## src/rtl/prog_load_ctrl.sv

```systemverilog
// Program-download sequencer: holds the CPU, packs framed UART bytes into 32-bit imem words.
// Optional trailing XOR checksum byte is enabled by defining PROG_CHECKSUM_EN.
module prog_load_ctrl #(
  parameter int ADDR_W         = 14,
  parameter int TIMEOUT_CYCLES = 2_000_000
) (
  input  logic              clk,
  input  logic              rst,
  input  logic              start_pg,
  input  logic              rx_valid,
  input  logic [7:0]        rx_data,
  output logic              imem_we,
  output logic [ADDR_W-1:0] imem_addr,
  output logic [31:0]       imem_wdata,
  output logic              cpu_hold,
  output logic              busy,
  output logic              done,
  output logic              err
);

  localparam int                TMO_W    = (TIMEOUT_CYCLES > 1) ? $clog2(TIMEOUT_CYCLES) : 1;
  localparam logic [TMO_W-1:0]  TMO_LAST = TMO_W'(TIMEOUT_CYCLES - 1);
  localparam logic [TMO_W-1:0]  TMO_ONE  = TMO_W'(1);
  localparam logic [31:0]       N_MAX    = 32'd1 << ADDR_W;

  typedef enum logic [2:0] {
    S_IDLE   = 3'd0,
    S_HDR_HI = 3'd1,
    S_HDR_LO = 3'd2,
    S_DATA   = 3'd3,
`ifdef PROG_CHECKSUM_EN
    S_CSUM   = 3'd4,
`endif
    S_DONE   = 3'd5,
    S_ERR    = 3'd6
  } state_t;

  state_t            state_q, state_d;
  logic              start_q;
  logic [7:0]        hi_q, hi_d;
  logic [15:0]       n_q, n_d;
  logic [23:0]       sh_q, sh_d;
  logic [1:0]        bcnt_q, bcnt_d;
  logic [16:0]       widx_q, widx_d;
  logic [ADDR_W-1:0] waddr_q, waddr_d;
  logic [TMO_W-1:0]  tmo_q, tmo_d;
  logic              we_q, we_d;
  logic [ADDR_W-1:0] addr_q, addr_d;
  logic [31:0]       wdata_q, wdata_d;
  logic              hold_q, hold_d;
  logic              busy_q, busy_d;
  logic              done_q, done_d;
  logic              err_q, err_d;
`ifdef PROG_CHECKSUM_EN
  logic [7:0]        csum_q, csum_d;
`endif

  logic        start_rise;
  logic        loading;
  logic        timed_out;
  logic        go_err;
  logic [15:0] n_rx;

  assign start_rise = start_pg & ~start_q;
  assign n_rx       = {hi_q, rx_data};

  always_comb begin
    state_d   = state_q;
    hi_d      = hi_q;
    n_d       = n_q;
    sh_d      = sh_q;
    bcnt_d    = bcnt_q;
    widx_d    = widx_q;
    waddr_d   = waddr_q;
    tmo_d     = '0;
    we_d      = 1'b0;
    addr_d    = addr_q;
    wdata_d   = wdata_q;
    hold_d    = hold_q;
    busy_d    = busy_q;
    done_d    = done_q;
    err_d     = err_q;
`ifdef PROG_CHECKSUM_EN
    csum_d    = csum_q;
`endif
    timed_out = 1'b0;
    go_err    = 1'b0;

    loading = (state_q == S_HDR_HI) || (state_q == S_HDR_LO) || (state_q == S_DATA)
`ifdef PROG_CHECKSUM_EN
              || (state_q == S_CSUM)
`endif
              ;

    // Idle-gap watchdog: any received byte restarts the count.
    if (loading && !rx_valid) begin
      if (tmo_q == TMO_LAST) timed_out = 1'b1;
      else                   tmo_d     = tmo_q + TMO_ONE;
    end

    case (state_q)
      S_IDLE, S_ERR: begin
        if (start_rise) begin
          state_d = S_HDR_HI;
          busy_d  = 1'b1;
          hold_d  = 1'b1;
          done_d  = 1'b0;
          err_d   = 1'b0;
          bcnt_d  = '0;
          widx_d  = '0;
          waddr_d = '0;
`ifdef PROG_CHECKSUM_EN
          csum_d  = '0;
`endif
        end
      end
      S_HDR_HI: begin
        if (rx_valid) begin
          hi_d    = rx_data;
          state_d = S_HDR_LO;
        end
      end
      S_HDR_LO: begin
        if (rx_valid) begin
          n_d = n_rx;
          if (n_rx == 16'd0) begin
`ifdef PROG_CHECKSUM_EN
            state_d = S_CSUM;
`else
            state_d = S_DONE;
`endif
          end else if ({16'd0, n_rx} > N_MAX) begin
            go_err = 1'b1;
          end else begin
            state_d = S_DATA;
          end
        end
      end
      S_DATA: begin
        if (rx_valid) begin
          sh_d   = {sh_q[15:0], rx_data};
          bcnt_d = bcnt_q + 2'd1;
`ifdef PROG_CHECKSUM_EN
          csum_d = csum_q ^ rx_data;
`endif
          if (bcnt_q == 2'd3) begin
            we_d    = 1'b1;
            wdata_d = {sh_q, rx_data};
            addr_d  = waddr_q;
            waddr_d = waddr_q + ADDR_W'(1);
            widx_d  = widx_q + 17'd1;
            if (widx_q + 17'd1 == {1'b0, n_q}) begin
`ifdef PROG_CHECKSUM_EN
              state_d = S_CSUM;
`else
              state_d = S_DONE;
`endif
            end
          end
        end
      end
`ifdef PROG_CHECKSUM_EN
      S_CSUM: begin
        if (rx_valid) begin
          if (rx_data == csum_q) state_d = S_DONE;
          else                   go_err  = 1'b1;
        end
      end
`endif
      S_DONE: begin
        busy_d  = 1'b0;
        hold_d  = 1'b0;
        done_d  = 1'b1;
        state_d = S_IDLE;
      end
      default: state_d = S_IDLE;
    endcase

    // CPU stays held on failure so a partial image never runs.
    if (go_err || timed_out) begin
      state_d = S_ERR;
      busy_d  = 1'b0;
      err_d   = 1'b1;
    end
  end

  always_ff @(posedge clk or posedge rst) begin
    if (rst) begin
      state_q <= S_IDLE;
      start_q <= 1'b0;
      hi_q    <= '0;
      n_q     <= '0;
      sh_q    <= '0;
      bcnt_q  <= '0;
      widx_q  <= '0;
      waddr_q <= '0;
      tmo_q   <= '0;
      we_q    <= 1'b0;
      addr_q  <= '0;
      wdata_q <= '0;
      hold_q  <= 1'b0;
      busy_q  <= 1'b0;
      done_q  <= 1'b0;
      err_q   <= 1'b0;
`ifdef PROG_CHECKSUM_EN
      csum_q  <= '0;
`endif
    end else begin
      state_q <= state_d;
      start_q <= start_pg;
      hi_q    <= hi_d;
      n_q     <= n_d;
      sh_q    <= sh_d;
      bcnt_q  <= bcnt_d;
      widx_q  <= widx_d;
      waddr_q <= waddr_d;
      tmo_q   <= tmo_d;
      we_q    <= we_d;
      addr_q  <= addr_d;
      wdata_q <= wdata_d;
      hold_q  <= hold_d;
      busy_q  <= busy_d;
      done_q  <= done_d;
      err_q   <= err_d;
`ifdef PROG_CHECKSUM_EN
      csum_q  <= csum_d;
`endif
    end
  end

  assign imem_we    = we_q;
  assign imem_addr  = addr_q;
  assign imem_wdata = wdata_q;
  assign cpu_hold   = hold_q;
  assign busy       = busy_q;
  assign done       = done_q;
  assign err        = err_q;

endmodule

```

## config.mk

```make
export PLATFORM = sky130hd
export DESIGN_NAME = prog_load_ctrl
export DESIGN_NICKNAME = d
export VERILOG_FILES = /design/src/rtl/prog_load_ctrl.sv
export SDC_FILE = /design/constraint.sdc
export NUM_CORES = 1
export LEC_CHECK = 0
export BUFFER_PORTS_ARGS = -buffer_cell sky130_fd_sc_hd__buf_4
export CORE_ASPECT_RATIO = 1.1
export CORE_UTILIZATION = 50
export DETAILED_ROUTE_END_ITERATION = 7
export PLACE_DENSITY = 0.69
export SYNTH_ARGS = -nofsm -noshare
export SYNTH_HDL_FRONTEND = slang
export SYNTH_SLANG_ARGS = --single-unit
```

## constraint.sdc

```tcl
create_clock -name clk -period 5.2 [get_ports clk]
set_input_delay 0.26 -clock clk [delete_from_list [all_inputs] [get_ports clk]]
set_output_delay 0.26 -clock clk [all_outputs]
set_load 0.01 [all_outputs]
```

==> qor.tcl, run 1 <==
set qor(status) {completed}
set qor(worstSkewPairLatency_ns) 0.43
set qor(skew_ns) 0.00838
set qor(synthMuxAreaShare_pct) 8.11
set qor(drc) 0
set qor(drt_wl_total_mm) 14.4
set qor(grtUsageMet2_pct) 36.0
set qor(cp-start-kind) {flip-flop}
set qor(synth.lib_cells_used.distinct) 59
set qor(grt_start_max_net_pins) 72
set qor(holdCritStartpoint) {rx_data[1]}
set qor(ys_warn_count) 0
set qor(synth-compound-area-share_pct) 7.99
set qor(antenna_cells) 0
set qor(startpoint) {state_q[0]}
set qor(async_reset_ff_share_pct) 100
set qor(synth_edf_count) 0
set qor(floorplan.initialDensity_pct) 51.6
set qor(max-cap-violations) 0
set qor(antenna_found_initial) 0
set qor(timing.critical_path.arrival_ns) 3.00
set qor(combinational_family_with_the_most_area_after_synthesis) {simple AND/OR/NAND/NOR gates}
set qor(layout-drive-gt1-share_pct) 20.4
set qor(vias) 5207
set qor(setup_violations) 0
set qor(tritoncts.num_buffers) 17
set qor(postLayoutCoreUtil_pct) 60.8
set qor(cts-root-buf) {sky130_fd_sc_hd__clkbuf_16}
set qor(post-synth-top-area-cell) {sky130_fd_sc_hd__dfrtp_1}
set qor(place.port_buffers) 62
set qor(grtUsageTotal_pct) 21.7
set qor(final_period_minus_worst_setup_slack_ns) 2.65
set qor(max_slew_margin_vs_limit_pct) 47.7
set qor(grt_pass1_wl_mm) 24.8
set qor(wire_per_inst_um) 14.9
set qor(dr.pass1.iters) 4
set qor(min_period_over_period_pct) 50.9
set qor(finalPower_mw) 4.12
set qor(timing.reg2reg.setup_slack_ns) 2.55
set qor(gr-usage-met1_pct) 27.4
set qor(die_width_um) 116
set qor(die_h_um) 128
set qor(hold_violations) 0
set qor(gr-usage-met3_pct) 5.27
set qor(worst_pin_slew_ns) 0.773
set qor(synth-xor-area-share_pct) 5.37
set qor(cp.required_ns) 5.55
set qor(peak_usage_layer_in_the_global_routing_report) {met2}
set qor(ys_seq_area_share_pct) 54.8
set qor(dieArea_um2) 14800
set qor(final_cell_mix) {sky130_fd_sc_hd__nand2_1, sky130_fd_sc_hd__dfrtp_1, sky130_fd_sc_hd__buf_4}
set qor(layout.nets) 783
set qor(unrepaired_setup_endpoints_after_global_routing) {no}
set qor(cp-end-kind) {flip-flop}
set qor(fmaxAchievable_ghz) 0.377
set qor(h_tree_lvl_count) 4
set qor(report.final.slew_viol_count) 0
set qor(drt_first_iter_violations) 471
set qor(fin_tns_setup_ns) 0
set qor(postSynthAreaPerCell_um2) 10.1
set qor(mostFrequentLayoutCell) {sky130_fd_sc_hd__nand2_1}
set qor(hp-class) {input port to flip-flop}
set qor(syn_inst) 713
set qor(crit_path_max_fanout) 27
set qor(final_weighted_congestion_in_routability_driven_placement) 0.838
set qor(cts_tree) {built}
set qor(via_per_inst) 5.38
set qor(clock-sinks) 157
set qor(post_synth_fa_ha_maj_area_fraction_pct) 0.698
set qor(fp.coreArea_um2) 13900
set qor(clk_pin_slew_ns) 0.06
set qor(synthFlopType) {sky130_fd_sc_hd__dfrtp_1}
set qor(yosys_reg_bits) 157
set qor(grt_remaining_overflow) 0
set qor(timing.setup.critical_path_class) {flip-flop to flip-flop}
set qor(pwr_density_cell_nw_per_um2) 488
set qor(drtAntennaViolNets) 0
set qor(power.static_leakage_nw) 3.98
set qor(peakVddDrop_v) 0.000227
set qor(regToRegStartpoint) {state_q[0]}
set qor(max-clock-path-buffers) 2
set qor(ios) 63
set qor(synth_simple_gate_area_share_pct) 20.3
set qor(number_of_gates_given_a_new_drive_strength_after_cts) 0
set qor(syn_area_um2) 7170
set qor(synth_top_cells_by_area) {sky130_fd_sc_hd__dfrtp_1, sky130_fd_sc_hd__nand2_1, sky130_fd_sc_hd__mux2_2}
set qor(layout-area-overhead-vs-synth_pct) 17.8
set qor(placement_rows) 45
set qor(detailed_place_hpwl_mm) 9.86
set qor(synth.net_count) 729
set qor(post-synth-top-area-fraction_pct) 54.8
set qor(first_global_vias) 5193
final timing paths:
path | to | depth (start not counted)
setup / recovery | waddr_q[7] | 7
hold / removal | imem_wdata[1] | 3
setup reg to reg | waddr_q[7] | 7
hold reg to reg | imem_addr[7] | 2
max in group asynchronous | n_q[13] | 4
min in group asynchronous | sh_q[20] | 3
area by class of cell:
type	instances	area, µm²
inverter	14	57.6
sequential	157	3930
tap	188	235
multi-input combinational	506	3050
clock buffer	20	457
fill	1206	5460
timing repair buffer	71	538
clock inverter	12	185
power breakdown:
part           leakage, nW  total, mW  internal [mW]  switching (mW)
clock network        0.311       1.32          0.833           0.491
registers             2.07       1.83           1.55           0.273
logic                 1.60      0.970          0.513           0.457
repair_timing:
action                                 4_1_cts  5_1_grt
hold buffers                                 2        0
buffers inserted                             0        0
endpoints found under the hold margin       54        0
registers in the layout, summed over array words and instances, names as in the netlist:
name	flops
sh_q	24
imem_addr	14
hi_q	8
state_q	3
n_q	16
bcnt_q	2
widx_q	17
imem_wdata	32
waddr_q	14
err	1
busy	1
imem_we	1
done	1
cpu_hold	1
tmo_q	21
start_q	1
cell families (layout without fill, tap and decap cells):
logic type	count (synthesis)	in the layout
mux	52	52
compound gates	94	94
fa+ha+maj	4	4
flops	157	157
buf+inv	50	117
simple gates	312	312
xor+xnor	44	44
Yosys cell counts, drive strengths merged (4+ instances only):
master / count
nand2: 168
dfrtp: 157
ha: 4
nand4: 13
nor4: 7
nand3: 24
nor2b: 8
or3: 8
a21oi: 12
nor3: 6
and3: 7
xnor2: 20
buf: 6
mux2: 49
clkbuf: 30
xor2: 24
a31oi: 5
o31ai: 8
o21ai: 47
inv: 14
nor2: 51
per-layer routing:
metal  routed length (µm)  vias up  part of all wire [%]
met1                 6470     2562                    45
met5                    0        -                     0
li1                     -     2547                     -
met3                  516       21                   3.6
met4                  268        0                   1.9
met2                 7160       77                    50
stage by stage:
stage	hold slack (ns)	cell area (µm²)	instances	setup WS (ns)
detailed placement	0.331	7790	934	2.56
floorplan	0.291	7170	713	0.705
finish	0.0733	8450	968	2.55
global route	0.0739	8450	968	2.41
CTS	0.0669	8450	968	2.55
global placement	0.330	7790	934	2.59
critical path, cell delays in order (launching register included):
cell and delay, ns:
sky130_fd_sc_hd__dfrtp_1 0.58, sky130_fd_sc_hd__or4b_1 0.60, sky130_fd_sc_hd__a21oi_1 0.15, sky130_fd_sc_hd__a31oi_1 0.05, sky130_fd_sc_hd__buf_4 0.24, sky130_fd_sc_hd__or3b_1 0.45, sky130_fd_sc_hd__or3_1 0.36, sky130_fd_sc_hd__a21oi_1 0.14
Note: power is estimated with default switching activity, not from simulation.
==> inputs of run 2 (changes only) <==
ABC_AREA = 1   (was unset)
PLACE_DENSITY = 0.71   (was 0.69)
clock period = 2.43 ns   (was 5.2 ns; I/O delays follow)
==> run 2 against run 1 <==
Cell count increased by 17%. Hold slack improved by 0.0056 ns. Power increased by 100%. Largest cell class unchanged. Critical path type unchanged. Combinational power is 100% higher.
==> qor.tcl, run 2 <==
set qor(met2WireLength_mm) 7.10
set qor(status) {completed}
set qor(drt_wl_total_mm) 15.4
set qor(layout.nets) 944
set qor(regToRegEndpoint) {state_q[2]}
set qor(synth.lib_cells_used.distinct) 39
set qor(seq_area_um2) 3930
set qor(first_global_vias) 5479
set qor(synthFlopType) {sky130_fd_sc_hd__dfrtp_1}
set qor(cts-root-buf) {sky130_fd_sc_hd__clkbuf_16}
set qor(power.static_leakage_nw) 4.12
set qor(cts_setup_buffers) 0
set qor(cp-start-kind) {flip-flop}
set qor(vias) 5767
set qor(skew_ns) 0.00806
set qor(worst_hold_path.endpoint) {tmo_q[11]}
set qor(ios) 63
set qor(fmaxAchievable_ghz) 0.486
set qor(crit_path_max_fanout) 6
set qor(drc) 0
set qor(layout-area-overhead-vs-synth_pct) 19.9
set qor(drtAntennaViolNets) 0
set qor(worst_pin_slew_ns) 0.628
set qor(largest_register_ffs) 32
set qor(tritoncts.num_buffers) 17
set qor(ys_top_cells_by_count) {sky130_fd_sc_hd__nand2_1, sky130_fd_sc_hd__dfrtp_1, sky130_fd_sc_hd__o21ai_0}
set qor(worstSkewPairLatency_ns) 0.42
set qor(fp.coreArea_um2) 13900
set qor(synth.net_count) 865
set qor(max_slew_margin_vs_limit_pct) 58.0
set qor(hold_violations) 0
set qor(regToRegStartpoint) {widx_q[0]}
set qor(layout-drive-gt1-share_pct) 15.2
set qor(synthMostInstantiatedCell) {sky130_fd_sc_hd__nand2_1}
set qor(die_width_um) 116
set qor(post-synth-top-area-fraction_pct) 54.6
set qor(max-cap-violations) 0
set qor(hold-path-cell-count) 4
set qor(grt_remaining_overflow) 0
set qor(mostFrequentLayoutCell) {sky130_fd_sc_hd__nand2_1}
set qor(fin_tns_setup_ns) 0
set qor(syn_inst) 849
set qor(met1_length_mm) 7.44
set qor(ys_seq_area_share_pct) 54.6
set qor(cp.required_ns) 2.74
set qor(floorplan.initialDensity_pct) 51.7
set qor(synth_edf_count) 0
set qor(met3_wirelength_um) 612
set qor(min_period_over_period_pct) 84.7
set qor(grt_start_max_net_pins) 80
set qor(h_tree_lvl_count) 4
set qor(final_period_minus_worst_setup_slack_ns) 2.06
set qor(dieArea_um2) 14900
set qor(timing.setup.critical_path_class) {flip-flop to flip-flop}
set qor(unrepaired_setup_endpoints_after_global_routing) {no}
set qor(timing.reg2reg.setup_slack_ns) 0.37
set qor(antenna_found_initial) 0
set qor(clk_pin_slew_ns) 0.06
set qor(syn_area_um2) 7190
set qor(synth_top_cells_by_area) {sky130_fd_sc_hd__dfrtp_1, sky130_fd_sc_hd__nand2_1, sky130_fd_sc_hd__o21ai_0}
set qor(total_switching_power_mw) 2.70
set qor(holdCritStartpoint) {rx_valid}
set qor(post-synth-top-area-cell) {sky130_fd_sc_hd__dfrtp_1}
set qor(grtUsageTotal_pct) 22.9
set qor(sw_share_pct) 32.8
set qor(async_reset_ff_share_pct) 100
set qor(place.port_buffers) 62
set qor(wire_per_inst_um) 13.6
set qor(timing.critical_path.arrival_ns) 2.37
set qor(p_comb_share_pct) 23.9
set qor(number_of_gates_given_a_new_drive_strength_after_cts) 0
set qor(p_clk_share_pct) 32.7
set qor(whs_ns) 0.0789
set qor(detailed_place_hpwl_mm) 10.7
set qor(fillerInstances) 1196
set qor(cts_tree) {built}
set qor(hp-class) {input port to flip-flop}
set qor(internal_power_mw) 5.53
set qor(final_cell_mix) {sky130_fd_sc_hd__nand2_1, sky130_fd_sc_hd__dfrtp_1, sky130_fd_sc_hd__o21ai_0}
set qor(via_per_inst) 5.11
set qor(pwr_density_cell_nw_per_um2) 955
set qor(cp-end-kind) {flip-flop}
set qor(antenna_cells) 0
set qor(ys_warn_count) 0
set qor(placement_rows) 45
set qor(multi_input_area_um2) 2750
set qor(grt_pass1_wl_mm) 26.3
set qor(final_weighted_congestion_in_routability_driven_placement) 0.880
set qor(dr.pass1.iters) 5
set qor(yosys_reg_bits) 157
set qor(die_h_um) 128
set qor(reg2reg_depth) 16
set qor(max-clock-path-buffers) 2
set qor(postSynthAreaPerCell_um2) 8.47
set qor(highest_layer) {met4}
set qor(peakVddDrop_v) 0.000604
set qor(clock-sinks) 157
set qor(share_seq_of_total_power_pct) 43.4
set qor(report.final.slew_viol_count) 0
set qor(setup_violations) 0
set qor(drt_first_iter_violations) 442
-- run 2: changes by cell type after synthesis, moves of 11 or more --
cell,delta
sky130_fd_sc_hd__nor2_1,+13
sky130_fd_sc_hd__mux2_2,-45
sky130_fd_sc_hd__clkbuf_1,-12
sky130_fd_sc_hd__xnor2_1,-20
sky130_fd_sc_hd__xor2_1,-19
sky130_fd_sc_hd__nand2_1,+50
sky130_fd_sc_hd__inv_1,+89
sky130_fd_sc_hd__o22ai_1,+11
sky130_fd_sc_hd__o21ai_0,+59
sky130_fd_sc_hd__nand3_1,+20
-- run 2: worst max path at each step --
stage                   start  depth (start not counted)  slack [ns]         end
floorplan                 rst                          1        0.32   bcnt_q[0]
global placement    widx_q[0]                         17        0.48  state_q[2]
detailed placement  widx_q[0]                         16        0.41  state_q[0]
CTS                 widx_q[0]                         16        0.40  state_q[0]
global route        widx_q[0]                         17        0.11  state_q[2]
finish              widx_q[0]                         16        0.37  state_q[2]
-- run 2: repair_timing --
action	in CTS	in global routing
hold buffers	10	0
endpoints found under the setup margin	0	0
hold endpoints to repair	54	0
-- run 2: worst max-delay path: stages (launching register included) --
cell and delay, ns:
sky130_fd_sc_hd__dfrtp_1 0.41, sky130_fd_sc_hd__ha_1 0.23, sky130_fd_sc_hd__nand2_1 0.14, sky130_fd_sc_hd__nor2_4 0.17, sky130_fd_sc_hd__nand2_2 0.09, sky130_fd_sc_hd__clkinv_1 0.09
sky130_fd_sc_hd__nand3_1 0.06, sky130_fd_sc_hd__nand2_1 0.10, sky130_fd_sc_hd__nor2_1 0.05, sky130_fd_sc_hd__nor2_1 0.09, sky130_fd_sc_hd__nand2_1 0.05, sky130_fd_sc_hd__nor2_1 0.10
sky130_fd_sc_hd__nand2_1 0.09, sky130_fd_sc_hd__nand2_2 0.10, sky130_fd_sc_hd__nand2_2 0.07, sky130_fd_sc_hd__nand2_1 0.06, sky130_fd_sc_hd__nand2_1 0.05
-- run 2: logic make-up (layout without fill, tap and decap cells) --
| group | after synthesis | in the layout | share of synthesized area [%] |
|---|---|---|---|
| AOI/OAI and AO/OA | 147 | 147 | 10.9 |
| DFF | 157 | 157 | 54.6 |
| adders and majority gates | 4 | 4 | 0.696 |
| and+or+nand+nor | 395 | 395 | 24.7 |
| muxes | 5 | 5 | 0.766 |
| buffers and inverters | 134 | 226 | 7.08 |
| xor gates and xnor gates | 7 | 7 | 1.24 |
-- run 2: metal layers --
metal  vias to the layer above  GRT usage (%)
li1                       2906              -
met1                      2724           32.5
met2                       118           34.7
met3                        19           4.87
met4                         0           7.92
met5                         -              0
-- run 2: power groups by stage --
stage               Clock (mW)  Sequential [mW]  Combinational [mW]
global route              2.85             3.65                2.25
global placement             0             3.59                1.94
floorplan                    0             3.56                1.30
detailed placement           0             3.60                1.96
finish                    2.69             3.57                1.97
CTS                       2.74             3.56                1.99
-- run 2: final cells by class --
class	instances	area share, %
clock buffer	19	5.14
clock inverter	13	1.80
inverter	112	4.92
multi-input combinational	558	32.0
sequential	157	45.6
tap	188	2.73
timing repair buffer	82	7.87
-- run 2: per-stage QoR --
step | setup WS [ns] | utilization, % | cells | total power [mW] | instance area (µm²)
final | 0.373 | 62.0 | 1129 | 8.23 | 8620
after global routing | 0.107 | 62.0 | 1129 | 8.75 | 8620
after CTS | 0.397 | 62.0 | 1129 | 8.29 | 8620
after detailed placement | 0.408 | 57.0 | 1087 | 5.57 | 7920
after global placement | 0.484 | 57.0 | 1087 | 5.53 | 7920
after floorplan | 0.322 | - | 849 | 4.87 | 7190
